File: config.mk
export PLATFORM = sky130hd
export DESIGN_NAME = demux8_reg_bank
export DESIGN_NICKNAME = d
export VERILOG_FILES = /design/src/rtl/demux8_reg_bank.sv
export SDC_FILE = /design/constraint.sdc
export NUM_CORES = 1
export LEC_CHECK = 0
export CORE_ASPECT_RATIO = 1.5
export CORE_MARGIN = 5
export CORE_UTILIZATION = 25
export CTS_CLUSTER_SIZE = 14
export DETAILED_ROUTE_END_ITERATION = 10
export PLACE_DENSITY_LB_ADDON = 0.05
export SLEW_MARGIN = 20
export SYNTH_ARGS = -nofsm -noshare
export SYNTH_HDL_FRONTEND = slang
export SYNTH_SLANG_ARGS = --single-unit
File: constraint.sdc
create_clock -name clk -period 11 [get_ports clk]
set_input_delay 1.1 -clock clk [delete_from_list [all_inputs] [get_ports clk]]
set_output_delay 1.1 -clock clk [all_outputs]
set_load 0.005 [all_outputs]
File: src/rtl/demux8_reg_bank.sv
// Eight-slot write bank steered by a 3-bit select, with a valid/ready write port,
// per-slot valid flags, an occupancy count and a one-slot-per-cycle clear sweep.

module demux8_slot #(
    parameter int WIDTH = 32
) (
    input  logic             clk,
    input  logic             rst,
    input  logic             wr_en,
    input  logic             clr_en,
    input  logic [WIDTH-1:0] d,
    output logic [WIDTH-1:0] q,
    output logic             v
);
    always_ff @(posedge clk or posedge rst) begin
        if (rst) begin
            q <= '0;
            v <= 1'b0;
        end else if (wr_en) begin
            q <= d;
            v <= 1'b1;
        end else if (clr_en) begin
            q <= '0;
            v <= 1'b0;
        end
    end
endmodule

module demux8_reg_bank #(
    parameter int WIDTH = 32
) (
    input  logic             clk,
    input  logic             rst,
    input  logic             w_valid,
    output logic             w_ready,
    input  logic [2:0]       w_sel,
    input  logic [WIDTH-1:0] w_data,
    input  logic             clr_start,
    output logic             busy,
    output logic [WIDTH-1:0] q0,
    output logic [WIDTH-1:0] q1,
    output logic [WIDTH-1:0] q2,
    output logic [WIDTH-1:0] q3,
    output logic [WIDTH-1:0] q4,
    output logic [WIDTH-1:0] q5,
    output logic [WIDTH-1:0] q6,
    output logic [WIDTH-1:0] q7,
    output logic [7:0]       q_valid,
    output logic [3:0]       wr_count,
    output logic             full
);
    typedef enum logic {IDLE, CLEAR} state_t;

    state_t                 state;
    logic [2:0]             idx;
    logic [7:0][WIDTH-1:0]  q_arr;
    logic [7:0]             wr_en;
    logic [7:0]             clr_en;
    logic                   accept;

    assign accept = w_valid && w_ready;

    // Writes only happen in IDLE (w_ready low in CLEAR), so the two enables never collide.
    always_comb begin
        wr_en  = '0;
        clr_en = '0;
        if (accept)
            wr_en[w_sel] = 1'b1;
        if (state == CLEAR)
            clr_en[idx] = 1'b1;
    end

    for (genvar i = 0; i < 8; i++) begin : g_slot
        demux8_slot #(.WIDTH(WIDTH)) u_slot (
            .clk    (clk),
            .rst    (rst),
            .wr_en  (wr_en[i]),
            .clr_en (clr_en[i]),
            .d      (w_data),
            .q      (q_arr[i]),
            .v      (q_valid[i])
        );
    end

    assign q0 = q_arr[0];
    assign q1 = q_arr[1];
    assign q2 = q_arr[2];
    assign q3 = q_arr[3];
    assign q4 = q_arr[4];
    assign q5 = q_arr[5];
    assign q6 = q_arr[6];
    assign q7 = q_arr[7];

    assign full = (wr_count == 4'd8);

    always_ff @(posedge clk or posedge rst) begin
        if (rst) begin
            state    <= IDLE;
            idx      <= '0;
            w_ready  <= 1'b0;
            busy     <= 1'b0;
            wr_count <= '0;
        end else begin
            case (state)
                IDLE: begin
                    w_ready <= 1'b1;
                    busy    <= 1'b0;
                    if (accept && !q_valid[w_sel])
                        wr_count <= wr_count + 4'd1;
                    // A same-edge write still lands; the sweep clears it later.
                    if (clr_start) begin
                        state   <= CLEAR;
                        idx     <= '0;
                        w_ready <= 1'b0;
                        busy    <= 1'b1;
                    end
                end
                CLEAR: begin
                    if (q_valid[idx])
                        wr_count <= wr_count - 4'd1;
                    idx <= idx + 3'd1;
                    if (idx == 3'd7) begin
                        state   <= IDLE;
                        w_ready <= 1'b1;
                        busy    <= 1'b0;
                    end
                end
                default: state <= IDLE;
            endcase
        end
    end
endmodule
## Word level (Yosys, flattened, before mapping)

Index checks and enable logic that the tools add are counted.

| cells by class | value |
|---|---|
| $add $sub $neg | 3 |
| multiply operators | 0 |
| div/mod/pow operators | 0 |
| $lt $le $gt $ge | 4 |
| eq/ne operators | 6 |
| shift-type cells | 0 |
| mux-type cells | 55 |
| bitwise operators | 1 |
| reduce and logical (&&, ||, !) cells | 14 |

Operators by type and width:

| cell | number |
|---|---|
| $mux 32 | 16 |
| $mux 1 | 25 |
| $mux 8 | 2 |
| $reduce_bool 2->1 | 8 |
| $lt 3x4->1 const B | 2 |
| $mux 4 | 2 |
| $pmux 4 s2 | 1 |
| $bmux 1 s3 | 2 |
| $demux 1 s3 | 2 |
| $ge 3x1->1 const B | 2 |
| $pmux 1 s2 | 3 |
| $pmux 3 s2 | 1 |
| $add 4x1->4 const B | 1 |
| $eq 4x4->1 const B | 1 |
| $logic_and 1x1->1 | 4 |
| $ne 2x1->1 const B | 2 |
| $ne 2x2->1 const B | 2 |
| $sub 4x1->4 const B | 1 |
| $add 3x1->3 const B | 1 |
| $eq 3x3->1 const B | 1 |
| $mux 3 | 1 |
| $reduce_and 2->1 | 1 |
| $logic_not 1->1 | 1 |
| $not 1->1 | 1 |

| word-level totals | value |
|---|---|
| register bits | 274 |
| latch bits | 0 |
| memory bits (writable) | 0 |
| bits in read-only memories | 0 |
| input bits | 39 |
| word-level logic and storage cells | 104 |
| memories kept | 0 |

## Depth between registers and ports, before layout

Gate-level depths: netlist of the first run.

| depth | value |
|---|---|
| depth after elaboration | 7 |
| mapped depth | 7 |
| gate-level depth less buffers | 5 |

## Modules after synthesis

A second synthesis of the first run with hierarchy kept.

| second synthesis, totals | value |
|---|---|
| cells, all modules | 986 |
| area, all modules | 11418.5 sq um |

By module, submodules not included:

| module | times used | cells each | area each (sq um) |
|---|---|---|---|
| demux8_slot | 8 | 112 | 1331.3 |
| demux8_reg_bank | 1 | 90 | 768.2 |

## Worst setup path before layout of the first run

No wires, ideal clock.

| path | value |
|---|---|
| kind | in2reg |
| start | input w_sel[0] |
| end | register g_slot[1].u_slot.q[10] |
| setup time | 0.133 ns |
| data arrival time | 2.141 ns |
| data required time | 10.867 ns |
| setup slack | 8.726 ns |
| stages | 6 |
| cells stage by stage | buf_2 nand3_1 nor3_1 clkbuf_1 clkbuf_1 o21ai_0 |

| between the ends | value |
|---|---|
| cells in the longest elaborated chain, start to end | 6 |
| elaborated cells on any way between the ends | 8 |
| those cells by class | order compare (2); mux (4); reduce/logical (2) |

Ends and longest elaborated chain:

| item | RTL line | source |
|---|---|---|
| start: declaration | 36 | `input logic [2:0] w_sel,` |
| $lt 3x4->1 (implied by the code) or $ge 3x1->1 (tied branches) | 68 | `wr_en[w_sel] = 1'b1;` |
| $logic_and 1x1->1 (implied by the code) | 68 |  |
| $mux 1 (implied by the code) | 68 |  |
| $demux 1 s3 * | 68 |  |
| $mux 8 * | 67 | `if (accept)` |
| $mux 32 or $reduce_bool 2->1 (tied branches) | n/a |  |
| end signal: assignment | 17 | `q <= '0;` |
| end signal: assignment | 20 | `q <= d;` |
| end signal: assignment | 23 | `q <= '0;` |
| end: declaration | 12 | `output logic [WIDTH-1:0] q,` |

Every way passes the cells marked *; elsewhere a longest branch is shown, timed or not.
A chain may end at the register's enable or synchronous reset.

==> results of run 1 <==
==> synth_stat cells (6+ instances only) <==
cell type  number
a21o_1          9
buf_2          25
buf_4          33
clkbuf_1       64
dfrtp_1       274
mux2i_1         9
nand2_1       518
nand3_1         6
nor2_1         11
o21ai_0       249
o21ai_1         9
==> stage by stage <==
| stage | util, % | power [mW] | instances |
|---|---|---|---|
| floorplan | - | 2.25 | 1246 |
| global placement | 32.7 | 3.42 | 2026 |
| detailed placement | 32.7 | 3.44 | 2026 |
| CTS | 35.0 | 4.53 | 2081 |
| global route | 35.0 | 4.73 | 2081 |
| finish | 35.0 | 4.42 | 2082 |
==> cell type report <==
type / instances / share of cell area (%)
Sequential cell: 274 / 43.8
Clock inverter: 14 / 1.01
Multi-Input combinational cell: 843 / 24.5
Tap cell: 582 / 4.65
Antenna cell: 1 / 0.0160
Clock buffer: 41 / 5.51
Inverter: 6 / 0.192
Timing Repair Buffer: 321 / 20.3
==> layout by cell type, fill, tap and decap left out, types with 2 or more instances in the layout <==
| cell | n |
|---|---|
| clkbuf_1 | 4 |
| clkinv_2 | 9 |
| xnor2_1 | 2 |
| dfrtp_1 | 274 |
| nand3_2 | 4 |
| mux2i_1 | 9 |
| nand2b_1 | 3 |
| nor2b_1 | 2 |
| a22o_1 | 2 |
| clkbuf_8 | 7 |
| ha_1 | 4 |
| bufinv_16 | 3 |
| a21o_1 | 9 |
| nand3_1 | 2 |
| clkdlybuf4s50_1 | 309 |
| clkbuf_16 | 30 |
| buf_4 | 12 |
| nor3_2 | 2 |
| inv_1 | 4 |
| a21oi_1 | 3 |
| nand2_2 | 3 |
| o21ai_0 | 249 |
| nor2_4 | 7 |
| o21ai_1 | 9 |
| nor2_1 | 5 |
| nand2_1 | 515 |
| nor3_1 | 3 |
==> report_power, final <==
part | total, mW | leakage [nW] | internal [mW] | switching, mW
clock | 1.05 | 0.509 | 0.617 | 0.433
combinational | 1.65 | 2.42 | 0.915 | 0.736
sequential | 1.72 | 3.63 | 1.43 | 0.282
total | 4.42 | 6.56 | 2.97 | 1.45
==> routing by layer <==
layer	part of all wire (%)	track usage, %	wire [µm]	vias to the layer above
met5	0	0	0	-
met4	1.5	3.41	637	0
met3	5.9	4.02	2560	36
met2	52	31.2	22800	224
met1	40	21.1	17500	4303
li1	-	-	-	4436
==> cells by family after synthesis <==
kind of cell	share of synthesized area, %
flops	60.9
mux	1.00
compound gates	12.5
fa+ha+maj	0.623
buf+inv	5.75
simple gates	19.0
xor+xnor	0.233
==> sequential cells by signal, summed over array words and instances (netlist names) <==
name	count
wr_count	4
w_ready	1
g_slot.u_slot.q	256
idx	3
g_slot.u_slot.v	8
state	1
busy	1
==> worst paths after layout <==
path | start | slack [ps] | end
setup / recovery | rst | 7570 | g_slot[3].u_slot.q[12]
hold / removal | wr_count[3] | 500 | wr_count[3]
setup reg to reg | state | 8430 | g_slot[6].u_slot.q[12]
hold reg to reg | wr_count[3] | 500 | wr_count[3]
max in group clk | wr_count[1] | 8030 | full
min in group asynchronous | rst | 1040 | wr_count[3]
==> critical path, delay by kind of cell <==
family / cells / cell delay, ps
buf+inv: 4 / 2670
==> impl_results.md, run 1 <==
* Worst EP required at 11560 ps
* CTS H-tree depth at 1
* Vias per cell at 4.32
* VDD IR-drop max at 0.103 mV
* Minimum clock period at 3430 ps
* Final hold viol count at 0
* Initial DRC count at 541
* Core area at 44700 µm²
* Largest net degree at the start of global routing at 100
* Arrival time worst endpoint at 3990 ps
* Max incr delay on CP at 890 ps
* Synth top area share at 60.9%
* Post-synthesis sequential area ratio at 60.9%
* Final setup skew at 9.81 ps
* Outcome: finished clean
* Post-synth EDFFs at 0
* Layout area overhead at 39.1%
* I/O pin total at 310
* Slew HR at 33.5%
* Placed inst area at 14600 µm²
* CP dominant cell by count: buf_4
* FP Rows at 95
* Total CTS buffers at 30
* PortBufs at 309
* # resized after CTS at 0
* Die area at 49500 µm²
* Worst-path cell chain: clkdlybuf4s50_1 -> inv_8 -> buf_4 -> buf_4
* Dpl hpwl at 28300 µm
* WL/cell at 20.9 µm
* Initial antenna violation count at 0
* Pre-CTS setup slack at 6790 ps
* Total of max-cap violations at 0
* Post-CTS Hold Fix Bufs at 0
* Hold depth at 1
* Root buffer cell: clkbuf_16
* Static leakage at 6.56 nW
* First-pass GRT wire length at 64900 µm
* Hold Slack at 497 ps
* Vias in the first global route at 9168
* Ys flop type: dfrtp_1
* Clock Latency Late Sink at 570 ps
* Storage cell area at 6860 µm²
* Clock sink count at 274
* Layout cells sized above 1 at 5.60%
* Final WL at 43400 µm
* Ys Warns at 0
* Final WS setup at 7570 ps
* Asr flop ratio synth at 100%
* Period utilization at 31.2%
* RSZ-0062 raised after global routing: no
* Routability Congestion at 0.718
* Synth Instances at 1246
* GRT overflow at 0
* DRT antenna net count at 0
* Clock Path Buffers at 3
* Avg Cell Area, Syn at 9.03 µm²
* Kind of critical path: in2async
* Final #Nets at 1520
* # setup viols final at 0
* Worst-Margin Slew at 998 ps
* Synthesized flop and latch total at 274
* Reg clk slew, reported paths at 60 ps
* Post-CTS Setup Inserts at 0
* Total negative slack at 0 ps
* 1st-pass router iterations at 5
* Fmax at 291 MHz
* Starting Density at 25.2%
* # DRC at 0
* Die Y at 270 µm
* All-Layer GR Usage at 17.3%
* Area of the multi-input gates at 3830 µm²
* FILL cells at 4639
* CTS tree: yes
* Post-route cell area at 15700 µm²
* CP Launch Type: primary input
* HP Class: reg2reg
* CP Capture Type: async pin
* Crit path max fanout at 99
* Post-synth top area cell: dfrtp_1
* Die X at 183 µm
* Slowest library cell on the worst path: buf_4
* Slew Viols, Final at 0
* Distinct cells, synth at 32
* Via count at 8999
* Leading post-synthesis cells by cell area: dfrtp_1, nand2_1, o21ai_0
* Cell area power density at 282 nW/µm²
* Reg2reg path depth at 5
* Post-Synthesis Cell Area at 11300 µm²
* Synth Net Count at 1290
(Power assumes the default switching activity.)
==> run 2, diff against run 1 <==
clock period = 2.9 ns   (was 11 ns; I/O delays follow)
==> run 2 against run 1 <==
Net effect: via count increased by 0.51%; setup slack got worse by 6900 ps; clock power increased to 3.8 times the previous value; hold slack worse by 290 ps; sequential share of layout area fell by 0.75 points; critical path depth increased by 2; combinational power rose to 3.9 times the previous value; core utilization rose by 0.61 points.
==> impl_results.md, run 2 (same netlist as run 1, synthesis figures left out) <==
* Outcome: finished clean
* Crit path max fanout at 23
* DRT antenna net count at 0
* Internal at 11.4 mW
* Die Y at 270 µm
* CTS tree: yes
* Most frequent cells in the layout: nand2_1, clkdlybuf4s50_1, dfrtp_1
* Clock Latency Late Sink at 570 ps
* Reg power frac at 38.5%
* WL/cell at 20.9 µm
* Placed inst area at 14900 µm²
* First-pass GRT wire length at 65500 µm
* Final hold viol count at 0
* Static leakage at 6.66 nW
* Cell area power density at 1060 nW/µm²
* Core area at 44700 µm²
* Post-route cell area at 15900 µm²
* Slew Viols, Final at 0
* Layout cells sized above 1 at 6.54%
* GRT overflow at 0
* # setup viols final at 0
* Vias per cell at 4.32
* Area of the multi-input gates at 3830 µm²
* Layout area overhead at 41.5%
* Via count at 9045
* PortBufs at 309
* Final setup skew at 14.3 ps
* Routability Congestion at 0.732
* Initial DRC count at 477
* I/O pin total at 310
* # DRC at 0
* Max reg flops at 256
* Fmax at 449 MHz
* Starting Density at 25.2%
* Clock power frac at 23.8%
* 1st-pass router iterations at 4
* CP Capture Type: flip-flop
* Die X at 183 µm
* Clock Path Buffers at 3
* Minimum clock period at 2230 ps
* Storage cell area at 6860 µm²
* Final WS setup at 672 ps
* Max incr delay on CP at 630 ps
* Slowest library cell on the worst path: dfrtp_1
* Arrival time worst endpoint at 2650 ps
* Total of max-cap violations at 0
* Post-CTS Hold Fix Bufs at 0
* Worst Path Buf+Inv at 2
* FP Rows at 95
* Worst-path cell chain: inv_2 -> nor2_1 -> nand3_2 -> buf_4 -> nand2_1 -> o21ai_0
* Reg clk slew, reported paths at 70 ps
* Slew HR at 43.0%
* Final #Nets at 1536
* VDD IR-drop max at 0.391 mV
* Total CTS buffers at 30
* All-Layer GR Usage at 17.5%
* Die area at 49500 µm²
* Psw at 5.52 mW
* Final WL at 43900 µm
* Worst EP required at 3330 ps
* FILL cells at 4653
* Logic pwr share at 37.7%
* CP Launch Type: flip-flop
* Clock sink count at 274
* Post-CTS Setup Inserts at 0
* Initial antenna violation count at 0
* Largest net degree at the start of global routing at 66
* Pre-CTS setup slack at 578 ps
* Kind of critical path: reg2reg
* Period utilization at 76.8%
* Dpl hpwl at 29700 µm
* # resized after CTS at 0
* Top delay family on crit path: simple AND/OR/NAND/NOR gates
* Vias in the first global route at 9235
* Root buffer cell: clkbuf_16
* RSZ-0062 raised after global routing: no
* Biggest register: g_slot.u_slot.q
* CTS H-tree depth at 1
* Biggest regs: g_slot.u_slot.q: 256 flops, g_slot.u_slot.v: 8 flops, wr_count: 4 flops
* Diode count at 0
* HP Class: in2async
* Net Sw Frac at 32.7%
* Commonest non-fill, non-tap cell in the layout: nand2_1
* Worst-Margin Slew at 852 ps
[run 2: changes by cell type in the layout (fill, tap and decap cells not counted), sizes merged]
cell,previous run,this run
diode,1,0
buf,12,28
clkinvlp,1,4
clkinv,10,6
inv,6,5
clkbuf,41,42
[run 2: power groups by stage]
stage	Sequential (mW)	Combinational (mW)	Clock [mW]
2_1_floorplan	6.48	2.05	0
3_3_place_gp	6.58	6.50	0
3_5_place_dp	6.58	6.55	0
4_1_cts	6.54	6.57	4.17
5_1_grt	6.74	6.99	4.33
6_report	6.50	6.36	4.02
[run 2: worst reg2reg max path: stages (launching register included)]
cell and delay (ps):
dfrtp_1 630, inv_2 190, nor2_1 360, nand3_2 320
buf_4 370, nand2_1 140, o21ai_0 80
[run 2: area by class of cell]
type | instances | share of cell area (%)
tap | 582 | 4.57
clock inverter | 12 | 0.895
sequential | 274 | 43.0
multi-input combinational | 843 | 24.1
inverter | 6 | 0.165
timing repair buffer | 337 | 21.7
clock buffer | 42 | 5.57
[run 2: through the flow]
stage | TNS (ps) | util (%) | hold slack [ps] | instances | total power [mW]
6_report | 0 | 35.6 | 204 | 2096 | 16.9
5_1_grt | 0 | 35.6 | 214 | 2096 | 18.1
3_5_place_dp | 0 | 33.3 | 498 | 2042 | 13.1
2_1_floorplan | -277670 | - | 440 | 1246 | 8.53
3_3_place_gp | 0 | 33.3 | 485 | 2042 | 13.1
4_1_cts | 0 | 35.6 | 188 | 2096 | 17.3
[run 2: worst paths after layout]
check	depth (start not counted)	slack, ps	end	from
setup / recovery	6	670	g_slot[6].u_slot.q[24]	state
min in group clk	3	450	state	clr_start
setup reg to reg	6	670	g_slot[6].u_slot.q[24]	state
max in group asynchronous	3	1900	g_slot[6].u_slot.q[9]	rst
hold reg to reg	1	500	wr_count[3]	wr_count[3]
hold / removal	2	200	g_slot[0].u_slot.q[24]	rst
[run 2: layer usage]
layer,global-route usage (%),vias to the layer above,wire (µm)
li1,-,4465,-
met1,21.1,4312,17900
met2,31.2,230,22600
met3,3.89,38,2490
met4,4.37,0,958
met5,0,-,0
==> run 3, diff against run 2 <==
clock period = 1.85 ns   (was 2.9 ns; I/O delays follow)
==> run 3 against run 2 <==
Net effect: clock-buffer cell count grew 4; cell count increased by 1.4%; die area is the same; setup slack worse by 590 ps; clock skew is 4.6 ps lower; largest cell class unchanged; largest power group is now combinational cells.
==> impl_results.md, run 3 (same netlist as run 1, synthesis figures left out) <==
* CTS H-tree depth at 1
* Final WL at 44000 µm
* RSZ-0062 raised after global routing: no
* Crit path launch: w_ready
* Fmax at 567 MHz
* Dpl hpwl at 30900 µm
* Layout area overhead at 43.5%
* WL/cell at 20.7 µm
* Crit path to: w_ready
* Internal at 17.5 mW
* Via count at 9210
* GRT overflow at 0
* 1st-pass router iterations at 4
* Top delay family on crit path: buffers and inverters
* Slew HR at 61.5%
* DRT antenna net count at 0
* All-Layer GR Usage at 17.3%
* Clock sink count at 274
* Worst-path cell chain: clkdlybuf4s50_1
* Biggest regs: g_slot.u_slot.q: 256 flops, g_slot.u_slot.v: 8 flops, wr_count: 4 flops
* Total of max-cap violations at 0
* Die X at 183 µm
* Outcome: finished clean
* Logic pwr share at 39.6%
* Net Sw Frac at 33.0%
* Post-CTS Setup Inserts at 0
* Pre-CTS setup slack at -110 ps
* VDD IR-drop max at 0.646 mV
* Core area at 44700 µm²
* Final WS setup at 86.1 ps
* Most frequent cells in the layout: nand2_1, clkdlybuf4s50_1, dfrtp_1
* FP Rows at 95
* Reg2reg path depth at 5
* Total CTS buffers at 29
* Minimum clock period at 1760 ps
* Die Y at 270 µm
* Static leakage at 6.80 nW
* Final setup skew at 9.62 ps
* I/O pin total at 310
* Final #Nets at 1568
* Arrival time worst endpoint at 1580 ps
* PortBufs at 309
* First-pass GRT wire length at 65200 µm
* Final hold viol count at 0
* Starting Density at 25.2%
* # setup viols final at 0
* CTS tree: yes
* Kind of critical path: reg2out
* Reg2reg setup slack at 220 ps
* Worst EP required at 1660 ps
* CP Launch Type: flip-flop
* Die area at 49500 µm²
* Clock Path Buffers at 3
* Post-route core utilization at 36.1%
* Reg power frac at 38.9%
* Hold Slack at 72.6 ps
* Period utilization at 95.3%
* Vias per cell at 4.33
* Diode count at 0
* Clock power frac at 21.5%
* Max reg flops at 256
* # DRC at 0
* Crit Reg-Reg Startpoint: idx[0]
* Initial antenna violation count at 0
* Initial DRC count at 473
* Clock Latency Late Sink at 560 ps
* Post-CTS Hold Fix Bufs at 0
* RR Endpoint: g_slot[6].u_slot.v
* Slowest library cell on the worst path: clkdlybuf4s50_1
* Max incr delay on CP at 560 ps
* Crit path max fanout at 5
* Routability Congestion at 0.780
* Reg clk slew, reported paths at 60 ps
* Biggest register: g_slot.u_slot.q
* Psw at 8.61 mW
* Worst-Margin Slew at 575 ps
* HP Class: in2async
* Vias in the first global route at 9385
* Cell area power density at 1620 nW/µm²
* CP Capture Type: output pin
* Slew Viols, Final at 0
* Largest net degree at the start of global routing at 66
* Worst Path Buf+Inv at 1
* Layout cells sized above 1 at 8.16%
* Root buffer cell: clkbuf_16
* Commonest non-fill, non-tap cell in the layout: nand2_1
* Stages on worst setup path at 1
## run 3: layout make-up
| cell class | instances | area [µm²] |
|---|---|---|
| clock inverters | 5 | 31.3 |
| flip-flops and latches | 274 | 6860 |
| repair buffers | 370 | 3800 |
| multi-input cells | 843 | 3840 |
| fillers | 4629 | 28500 |
| inverters | 6 | 26.3 |
| clock buffers | 46 | 860 |
| well taps | 582 | 728 |
## run 3: per-layer routing
layer / vias to the layer above / GRT usage (%) / share of wire (%)
met4: 0 / 3.59 / 1.7
met2: 225 / 31.7 / 52
met5: - / 0 / 0
met3: 42 / 3.77 / 5.4
met1: 4398 / 20.8 / 41
li1: 4545 / - / -
## run 3: worst min path at each step
stage	cells after the start	slack, ps	endpoint	start
finish	3	70	g_slot[7].u_slot.q[28]	rst
global route	3	80	g_slot[7].u_slot.q[28]	rst
CTS	3	50	g_slot[7].u_slot.q[28]	rst
detailed placement	1	510	wr_count[3]	wr_count[3]
global placement	1	500	wr_count[3]	wr_count[3]
floorplan	2	330	state	clr_start
## run 3: power by group through the flow
stage / combinational [mW] / clock (mW) / sequential (mW)
after floorplan: 3.21 / 0 / 10.2
after global placement: 10.5 / 0 / 10.3
after detailed placement: 10.6 / 0 / 10.3
after CTS: 10.6 / 5.86 / 10.2
after global routing: 11.3 / 6.06 / 10.5
final: 10.3 / 5.62 / 10.2
## run 3: repair_timing
| action | 4_1_cts | 5_1_grt |
|---|---|---|
| endpoints found under the setup margin | 1 | 95 |
| cloned | 0 | 0 |
| resized for setup | 3 | 1 |
## run 3: per-stage QoR
step	setup TNS, ps	std cells	total power [mW]	instance area (µm²)
CTS	0	2126	26.7	16100
global placement	-8410	2075	20.8	15200
detailed placement	-10410	2075	20.9	15200
finish	0	2126	26.1	16100
floorplan	-536600	1246	13.4	11300
global route	0	2126	27.9	16100
## run 3: worst reg2reg max path: cells and delay by family, from the launching register on
kind                   cells  cell delay (ps)
DFF                        1              480
buffers and inverters      2              450
and+or+nand+nor            2              410
AOI/OAI and AO/OA          1              190
